--- src/rtl/ps2_pkg.sv ---
`default_nettype none
// ============================================================================
//  Module   : ps2_pkg
//  Purpose  : Shared constants, receiver state type and parity helper for the
//             PS/2 keyboard key encoder.
//  Revision : 1.0  initial release
// ============================================================================
package ps2_pkg;

    localparam logic [7:0] PS2_PFX_EXT    = 8'hE0;
    localparam logic [7:0] PS2_PFX_BRK    = 8'hF0;
    localparam logic [7:0] PS2_PFX_PAUSE  = 8'hE1;
    localparam logic [2:0] PS2_PAUSE_SKIP = 3'd7;

    typedef enum logic [1:0] {
        IDLE   = 2'd0,
        DATA   = 2'd1,
        PARITY = 2'd2,
        STOP   = 2'd3
    } ps2_rx_state_t;

    // True when data plus parity bit carry an odd number of ones.
    function automatic logic ps2_parity_ok(input logic [7:0] data, input logic par);
        return ^{data, par};
    endfunction

endpackage
`default_nettype wire

--- src/rtl/ps2_frame_rx.sv ---
`default_nettype none
// ============================================================================
//  Module   : ps2_frame_rx
//  Purpose  : PS/2 line receiver. Synchronises clock and data, glitch-filters
//             the clock, deserialises 11-bit frames and reports a byte-valid
//             or error pulse per frame. Stalled frames are aborted by timeout.
//  Revision : 1.0  initial release
// ============================================================================
module ps2_frame_rx
    import ps2_pkg::*;
#(
    parameter int FILTER_LEN = 8,
    parameter int TIMEOUT    = 12000
) (
    input  logic       clk_sys,
    input  logic       reset,
    input  logic       i_ps2_clk,
    input  logic       i_ps2_data,
    output logic [7:0] o_byte,
    output logic       o_byte_valid,
    output logic       o_err
);

    localparam int c_FW = $clog2(FILTER_LEN + 1);
    localparam int c_TW = $clog2(TIMEOUT + 1);
    localparam logic [c_FW-1:0] c_FLT_MAX = c_FW'(FILTER_LEN - 1);
    localparam logic [c_TW-1:0] c_TO_MAX  = c_TW'(TIMEOUT - 1);

    logic            r_clk_meta, r_clk_sync;
    logic            r_data_meta, r_data_sync;
    logic [c_FW-1:0] r_flt_cnt;
    logic            r_clk_filt, r_clk_filt_d;
    logic            w_fall;

    ps2_rx_state_t   r_state, w_state_nx;
    logic [3:0]      r_bit_cnt, w_bit_cnt_nx;
    logic [7:0]      r_shift, w_shift_nx;
    logic            r_par, w_par_nx;
    logic [c_TW-1:0] r_to_cnt, w_to_nx;
    logic            r_valid, w_valid_nx;
    logic            r_err, w_err_nx;

    // Two-flop synchronisers; the idle PS/2 bus level is high.
    always_ff @(posedge clk_sys or posedge reset) begin
        if (reset) begin
            r_clk_meta  <= 1'b1;
            r_clk_sync  <= 1'b1;
            r_data_meta <= 1'b1;
            r_data_sync <= 1'b1;
        end else begin
            r_clk_meta  <= i_ps2_clk;
            r_clk_sync  <= r_clk_meta;
            r_data_meta <= i_ps2_data;
            r_data_sync <= r_data_meta;
        end
    end

    // Filtered clock follows the synced clock only after FILTER_LEN differing samples in a row.
    always_ff @(posedge clk_sys or posedge reset) begin
        if (reset) begin
            r_flt_cnt    <= '0;
            r_clk_filt   <= 1'b1;
            r_clk_filt_d <= 1'b1;
        end else begin
            r_clk_filt_d <= r_clk_filt;
            if (r_clk_sync == r_clk_filt) begin
                r_flt_cnt <= '0;
            end else if (r_flt_cnt == c_FLT_MAX) begin
                r_clk_filt <= r_clk_sync;
                r_flt_cnt  <= '0;
            end else begin
                r_flt_cnt <= r_flt_cnt + 1'b1;
            end
        end
    end

    assign w_fall = r_clk_filt_d & ~r_clk_filt;

    // Receiver state and datapath registers.
    always_ff @(posedge clk_sys or posedge reset) begin
        if (reset) begin
            r_state   <= IDLE;
            r_bit_cnt <= '0;
            r_shift   <= '0;
            r_par     <= 1'b0;
            r_to_cnt  <= '0;
            r_valid   <= 1'b0;
            r_err     <= 1'b0;
        end else begin
            r_state   <= w_state_nx;
            r_bit_cnt <= w_bit_cnt_nx;
            r_shift   <= w_shift_nx;
            r_par     <= w_par_nx;
            r_to_cnt  <= w_to_nx;
            r_valid   <= w_valid_nx;
            r_err     <= w_err_nx;
        end
    end

    // Next-state logic: an edge always takes precedence over the timeout.
    always_comb begin
        w_state_nx   = r_state;
        w_bit_cnt_nx = r_bit_cnt;
        w_shift_nx   = r_shift;
        w_par_nx     = r_par;
        w_to_nx      = r_to_cnt;
        w_valid_nx   = 1'b0;
        w_err_nx     = 1'b0;
        if (r_state == IDLE) begin
            w_to_nx = '0;
            if (w_fall && !r_data_sync) begin
                w_state_nx   = DATA;
                w_bit_cnt_nx = 4'd1;
            end
        end else if (w_fall) begin
            w_to_nx = '0;
            case (r_state)
                DATA: begin
                    w_shift_nx   = {r_data_sync, r_shift[7:1]};
                    w_bit_cnt_nx = r_bit_cnt + 4'd1;
                    if (r_bit_cnt == 4'd8) begin
                        w_state_nx = PARITY;
                    end
                end
                PARITY: begin
                    w_par_nx     = r_data_sync;
                    w_bit_cnt_nx = r_bit_cnt + 4'd1;
                    w_state_nx   = STOP;
                end
                STOP: begin
                    w_state_nx   = IDLE;
                    w_bit_cnt_nx = '0;
                    if (ps2_parity_ok(r_shift, r_par) && r_data_sync) begin
                        w_valid_nx = 1'b1;
                    end else begin
                        w_err_nx = 1'b1;
                    end
                end
                default: begin
                    w_state_nx   = IDLE;
                    w_bit_cnt_nx = '0;
                end
            endcase
        end else if (r_to_cnt == c_TO_MAX) begin
            w_state_nx   = IDLE;
            w_bit_cnt_nx = '0;
            w_to_nx      = '0;
            w_err_nx     = 1'b1;
        end else begin
            w_to_nx = r_to_cnt + 1'b1;
        end
    end

    assign o_byte       = r_shift;
    assign o_byte_valid = r_valid;
    assign o_err        = r_err;

endmodule
`default_nettype wire

--- src/rtl/ps2_key_encoder.sv ---
`default_nettype none
// ============================================================================
//  Module   : ps2_key_encoder
//  Purpose  : Converts a raw PS/2 keyboard line into the 11-bit ps2_key event
//             word {toggle, pressed, extended, code}, stripping E0/F0 prefixes
//             and swallowing the Pause (E1) sequence.
//  Revision : 1.0  initial release
// ============================================================================
module ps2_key_encoder
    import ps2_pkg::*;
#(
    parameter int FILTER_LEN = 8,
    parameter int TIMEOUT    = 12000
) (
    input  logic        clk_sys,
    input  logic        reset,
    input  logic        ps2_clk,
    input  logic        ps2_data,
    output logic [10:0] ps2_key,
    output logic        key_strobe,
    output logic        frame_err
);

    logic [7:0]  w_rx_byte;
    logic        w_rx_valid;
    logic        w_rx_err;

    logic        r_ext;
    logic        r_brk;
    logic [2:0]  r_skip;
    logic [10:0] r_key;
    logic        r_strobe;

    ps2_frame_rx #(
        .FILTER_LEN (FILTER_LEN),
        .TIMEOUT    (TIMEOUT)
    ) u_frame_rx (
        .clk_sys      (clk_sys),
        .reset        (reset),
        .i_ps2_clk    (ps2_clk),
        .i_ps2_data   (ps2_data),
        .o_byte       (w_rx_byte),
        .o_byte_valid (w_rx_valid),
        .o_err        (w_rx_err)
    );

    // Prefix/skip assembler: pending Pause bytes are swallowed before any prefix decoding.
    always_ff @(posedge clk_sys or posedge reset) begin
        if (reset) begin
            r_ext    <= 1'b0;
            r_brk    <= 1'b0;
            r_skip   <= '0;
            r_key    <= '0;
            r_strobe <= 1'b0;
        end else begin
            r_strobe <= 1'b0;
            if (w_rx_err) begin
                r_ext  <= 1'b0;
                r_brk  <= 1'b0;
                r_skip <= '0;
            end else if (w_rx_valid) begin
                if (r_skip != 3'd0) begin
                    r_skip <= r_skip - 3'd1;
                end else if (w_rx_byte == PS2_PFX_EXT) begin
                    r_ext <= 1'b1;
                end else if (w_rx_byte == PS2_PFX_BRK) begin
                    r_brk <= 1'b1;
                end else if (w_rx_byte == PS2_PFX_PAUSE) begin
                    r_skip <= PS2_PAUSE_SKIP;
                end else begin
                    r_key    <= {~r_key[10], ~r_brk, r_ext, w_rx_byte};
                    r_strobe <= 1'b1;
                    r_ext    <= 1'b0;
                    r_brk    <= 1'b0;
                end
            end
        end
    end

    assign ps2_key    = r_key;
    assign key_strobe = r_strobe;
    assign frame_err  = w_rx_err;

endmodule
`default_nettype wire
--- config.mk ---
export PLATFORM = sky130hd
export DESIGN_NAME = ps2_key_encoder
export DESIGN_NICKNAME = d
export VERILOG_FILES = /design/src/rtl/ps2_pkg.sv /design/src/rtl/ps2_frame_rx.sv /design/src/rtl/ps2_key_encoder.sv
export SDC_FILE = /design/constraint.sdc
export NUM_CORES = 1
export LEC_CHECK = 0
export CAP_MARGIN = 0
export CORE_UTILIZATION = 45
export DETAILED_ROUTE_END_ITERATION = 10
export SLEW_MARGIN = 20
export SYNTH_ARGS = -nofsm -noshare
export SYNTH_HDL_FRONTEND = slang
export SYNTH_SLANG_ARGS = --single-unit
--- constraint.sdc ---
create_clock -name clk_sys -period 2.62 [get_ports clk_sys]
set_input_delay 0.393 -clock clk_sys [delete_from_list [all_inputs] [get_ports clk_sys]]
set_output_delay 0.393 -clock clk_sys [all_outputs]
set_load 0.05 [all_outputs]
==> metrics.txt <==
# TYPE chip_impl_metric gauge
chip_impl_metric{name="max_clock_freq",unit="MHz"} 480
chip_impl_metric{name="io_pins",unit=""} 17
chip_impl_metric{name="global_route.overflow_total",unit=""} 0
chip_impl_metric{name="final.setup.tns",unit="ns"} 0
chip_impl_metric{name="synth_cells",unit=""} 236
chip_impl_metric{name="timing.critical_path.arrival",unit="ns"} 1.69
chip_impl_metric{name="coreArea",unit="um^2"} 5960
chip_impl_metric{name="synth_edf_count",unit=""} 0
chip_impl_metric{name="synth_seq_area_share",unit="%"} 52.4
chip_impl_metric{name="peakVddDrop",unit="mV"} 0.510
chip_impl_metric{name="remaining_drc_errors",unit=""} 0
chip_impl_metric{name="nets",unit=""} 279
chip_impl_metric{name="drt_iter0_markers",unit=""} 96
chip_impl_metric{name="final_period_minus_worst_setup_slack",unit="ns"} 2.08
chip_impl_info{name="synth.area.top_cells",value="sky130_fd_sc_hd__dfrtp_1 47%, sky130_fd_sc_hd__dfstp_2 5.7%, sky130_fd_sc_hd__ha_1 5.4%"} 1
chip_impl_metric{name="fill_cells",unit=""} 514
chip_impl_metric{name="asyncSetResetFlopFracSynth",unit="%"} 100
chip_impl_metric{name="setup_viol",unit=""} 0
chip_impl_metric{name="req_time_crit_path",unit="ns"} 2.23
chip_impl_metric{name="insertedDiodeCount",unit=""} 0
chip_impl_metric{name="timing.slew.headroom",unit="%"} 62.9
chip_impl_metric{name="drive_gt1_share",unit="%"} 20.9
chip_impl_metric{name="final.setup_skew",unit="ns"} 0.0101
chip_impl_info{name="run_status",value="finished clean"} 1
chip_impl_metric{name="tritoncts_num_sinks",unit=""} 58
chip_impl_metric{name="clock_path_buffers",unit=""} 2
chip_impl_metric{name="flow.area_growth_from_synthesis",unit="%"} 17.6
chip_impl_metric{name="start_util",unit="%"} 46.8
chip_impl_info{name="area_leader_netlist",value="sky130_fd_sc_hd__dfrtp_1"} 1
chip_impl_metric{name="yosys_register_bits",unit=""} 58
chip_impl_metric{name="die_w",unit="um"} 80.7
chip_impl_metric{name="postRouteWirelength",unit="um"} 4530
chip_impl_metric{name="hold-worst-slack",unit="ns"} 0.306
chip_impl_metric{name="finalCritPeriodShare",unit="%"} 79.5
chip_impl_metric{name="max_slew.worst_pin.slew",unit="ns"} 0.551
chip_impl_metric{name="report.final.hold_viol_count",unit=""} 0
chip_impl_metric{name="die_height",unit="um"} 80.7
chip_impl_metric{name="post-route-worst-setup-slack",unit="ns"} 0.537
chip_impl_metric{name="syn_nets",unit=""} 252
chip_impl_metric{name="worst_skew_pair.late_latency",unit="ns"} 0.34
chip_impl_metric{name="grt_first_pass_wirelength",unit="um"} 7820
chip_impl_metric{name="avgViaCountPerCell",unit=""} 5.15
chip_impl_info{name="timing.critical_path.slowest_stage_cell",value="sky130_fd_sc_hd__clkdlybuf4s50_1"} 1
chip_impl_metric{name="count_of_input_and_output_buffers",unit=""} 16
chip_impl_metric{name="synth_area",unit="um^2"} 2790
chip_impl_info{name="critical_path.cell_chain",value="clkdlybuf4s50_1"} 1
chip_impl_metric{name="synth_cell_types",unit=""} 49
chip_impl_metric{name="routedWlPerCell",unit="um"} 13.2
chip_impl_info{name="critPathCaptureType",value="primary output"} 1
chip_impl_metric{name="max_stage_delay",unit="ns"} 0.86
chip_impl_metric{name="setup_repair_bufs_after_cts",unit=""} 0
chip_impl_metric{name="first_global_vias",unit=""} 1747
chip_impl_metric{name="vias",unit=""} 1767
chip_impl_metric{name="die_area",unit="um^2"} 6510
chip_impl_metric{name="maxCapViolations",unit=""} 0
chip_impl_metric{name="synth_top_area_share",unit="%"} 46.7
chip_impl_metric{name="std_cell_rows",unit=""} 28
chip_impl_metric{name="cts_hold_buf",unit=""} 0
chip_impl_metric{name="power_density",unit="nW/um^2"} 654
chip_impl_metric{name="p_leak",unit="nW"} 1.47
chip_impl_metric{name="cts-buffers-inserted",unit=""} 9
chip_impl_metric{name="place_congestion",unit=""} 0.724
chip_impl_info{name="top_library_cells_by_usage_in_the_layout_fill_and_taps_aside",value="52 x sky130_fd_sc_hd__dfrtp_1, 20 x sky130_fd_sc_hd__nor2_1, 16 x sky130_fd_sc_hd__nand2_1, 16 x sky130_fd_sc_hd__clkdlybuf4s50_1, 13 x sky130_fd_sc_hd__xnor2_1"} 1
chip_impl_metric{name="cts_repair_resize_count",unit=""} 0
chip_impl_metric{name="synth.avg_cell_area",unit="um^2"} 11.8
chip_impl_metric{name="final_antenna_net_count",unit=""} 0
chip_impl_metric{name="clock_pin_slew_on_the_worst_setup_and_hold_paths",unit="ns"} 0.07
chip_impl_metric{name="dp_hpwl",unit="um"} 3060
chip_impl_info{name="layout_commonest_cell",value="sky130_fd_sc_hd__dfrtp_1"} 1
chip_impl_info{name="ys.flop_type",value="sky130_fd_sc_hd__dfrtp_1"} 1
chip_impl_info{name="timing_worst_setup_path_type",value="register to primary output"} 1
chip_impl_info{name="path_delay_family",value="buffers and inverters"} 1
chip_impl_metric{name="globalRouteTotalUtil",unit="%"} 16.3
chip_impl_metric{name="synth_warnings",unit=""} 0
chip_impl_info{name="hp-class",value="primary input to async pin"} 1
chip_impl_metric{name="fin_area",unit="um^2"} 3280
chip_impl_metric{name="design_power_total",unit="mW"} 2.14
chip_impl_metric{name="grt_max_degree",unit=""} 48
chip_impl_metric{name="cp_max_fo",unit=""} 7
chip_impl_metric{name="detailedPlace.worstSlack",unit="ns"} 0.717
chip_impl_info{name="startpoint_type",value="register"} 1
chip_impl_info{name="tritoncts",value="built"} 1
chip_impl_metric{name="firstDrtPassIters",unit=""} 4
chip_impl_metric{name="placedInstanceArea",unit="um^2"} 3060
chip_impl_metric{name="crit_buf_inv",unit=""} 1
chip_impl_metric{name="finalMaxSlewViolations",unit=""} 0
chip_impl_info{name="clockRootBuffer",value="sky130_fd_sc_hd__clkbuf_8"} 1
chip_impl_metric{name="initial_antenna_violation_count",unit=""} 0
chip_impl_metric{name="cts_max_level",unit=""} 3
chip_impl_info{name="rsz0062_at_grt",value="false"} 1
==> cell families after synthesis <==
group / share of synthesized area, %
AO/OA/AOI/OAI: 7.36
multiplexers: 9.65
flip-flops: 52.4
buffers and inverters: 2.78
AND/OR/NAND/NOR: 15.5
adder cells (fa/ha/maj): 5.39
XOR/XNOR: 6.96
==> metrics by stage <==
step | instances | utilization [%]
finish | 343 | 55.0
global route | 343 | 55.0
CTS | 343 | 55.0
detailed placement | 327 | 51.3
global placement | 327 | 51.3
floorplan | 236 | -
==> worst paths after layout <==
| path | from | end | slack [ns] | cells past startpoint |
|---|---|---|---|---|
| hold / removal | reset | u_frame_rx.r_flt_cnt[0] | 0.31 | 2 |
| setup reg to reg | u_frame_rx.r_to_cnt[8] | u_frame_rx.r_bit_cnt[2] | 0.71 | 4 |
| max in group asynchronous | reset | u_frame_rx.r_data_sync | 1.75 | 3 |
| hold reg to reg | u_frame_rx.r_data_meta | u_frame_rx.r_data_sync | 0.36 | 0 |
| min in group clk_sys | u_frame_rx.r_data_meta | u_frame_rx.r_data_sync | 0.36 | 0 |
| setup / recovery | u_frame_rx.o_err | frame_err | 0.54 | 1 |
==> cells in the mapped netlist, types with 2 or more instances <==
cell	number
sky130_fd_sc_hd__xnor3_1	2
sky130_fd_sc_hd__nor4_1	2
sky130_fd_sc_hd__and3_1	2
sky130_fd_sc_hd__mux2_4	7
sky130_fd_sc_hd__dfrtp_1	52
sky130_fd_sc_hd__nor2_1	20
sky130_fd_sc_hd__buf_2	2
sky130_fd_sc_hd__nand3_1	10
sky130_fd_sc_hd__nor3_1	8
sky130_fd_sc_hd__ha_1	12
sky130_fd_sc_hd__a31oi_1	2
sky130_fd_sc_hd__nor3b_1	3
sky130_fd_sc_hd__mux2_2	10
sky130_fd_sc_hd__o21ai_0	6
sky130_fd_sc_hd__nand2_1	16
sky130_fd_sc_hd__a21oi_1	7
sky130_fd_sc_hd__inv_1	12
sky130_fd_sc_hd__xnor2_1	13
sky130_fd_sc_hd__nand4_1	4
sky130_fd_sc_hd__or4b_4	2
sky130_fd_sc_hd__nor2b_1	4
sky130_fd_sc_hd__mux2i_1	4
sky130_fd_sc_hd__nand3b_1	2
sky130_fd_sc_hd__xor2_1	4
sky130_fd_sc_hd__dfstp_2	6
==> cell type report <==
class | instances | area, um^2 | area share, %
sequential | 58 | 1460 | 44.5
multi-input combinational | 161 | 1250 | 38.1
timing repair buffer | 21 | 210 | 6.41
clock buffer | 11 | 141 | 4.31
tap | 75 | 93.8 | 2.86
clock inverter | 5 | 77.6 | 2.37
inverter | 12 | 45.0 | 1.37
==> where the power goes <==
group / switching [mW] / internal [mW] / leakage [nW]
clock: 0.353 / 0.558 / 0.109
sequential: 0.0454 / 0.957 / 0.786
combinational: 0.130 / 0.100 / 0.576
total: 0.529 / 1.62 / 1.47
==> sequential cells by signal, summed over array words and instances, names as in the netlist <==
signal / flops
key_strobe: 1
u_frame_rx.r_data_sync: 1
u_frame_rx.r_clk_filt_d: 1
u_frame_rx.r_clk_sync: 1
u_frame_rx.r_flt_cnt: 4
u_frame_rx.r_par: 1
u_frame_rx.r_to_cnt: 14
u_frame_rx.r_data_meta: 1
u_frame_rx.r_bit_cnt: 4
u_frame_rx.o_byte_valid: 1
u_frame_rx.o_byte: 8
u_frame_rx.r_state: 2
u_frame_rx.r_clk_filt: 1
u_frame_rx.r_clk_meta: 1
ps2_key: 11
r_brk: 1
r_skip: 3
r_ext: 1
u_frame_rx.o_err: 1
==> layer usage <==
metal	wire length (um)	up-vias	share of wire, %	GRT usage [%]
met4	105	0	2.3	11.3
li1	-	876	-	-
met5	0	-	0	0
met1	2320	859	51	21.6
met3	107	10	2.4	3.75
met2	2000	22	44	23.6
No activity file was read; power rests on OpenSTA's default activity.
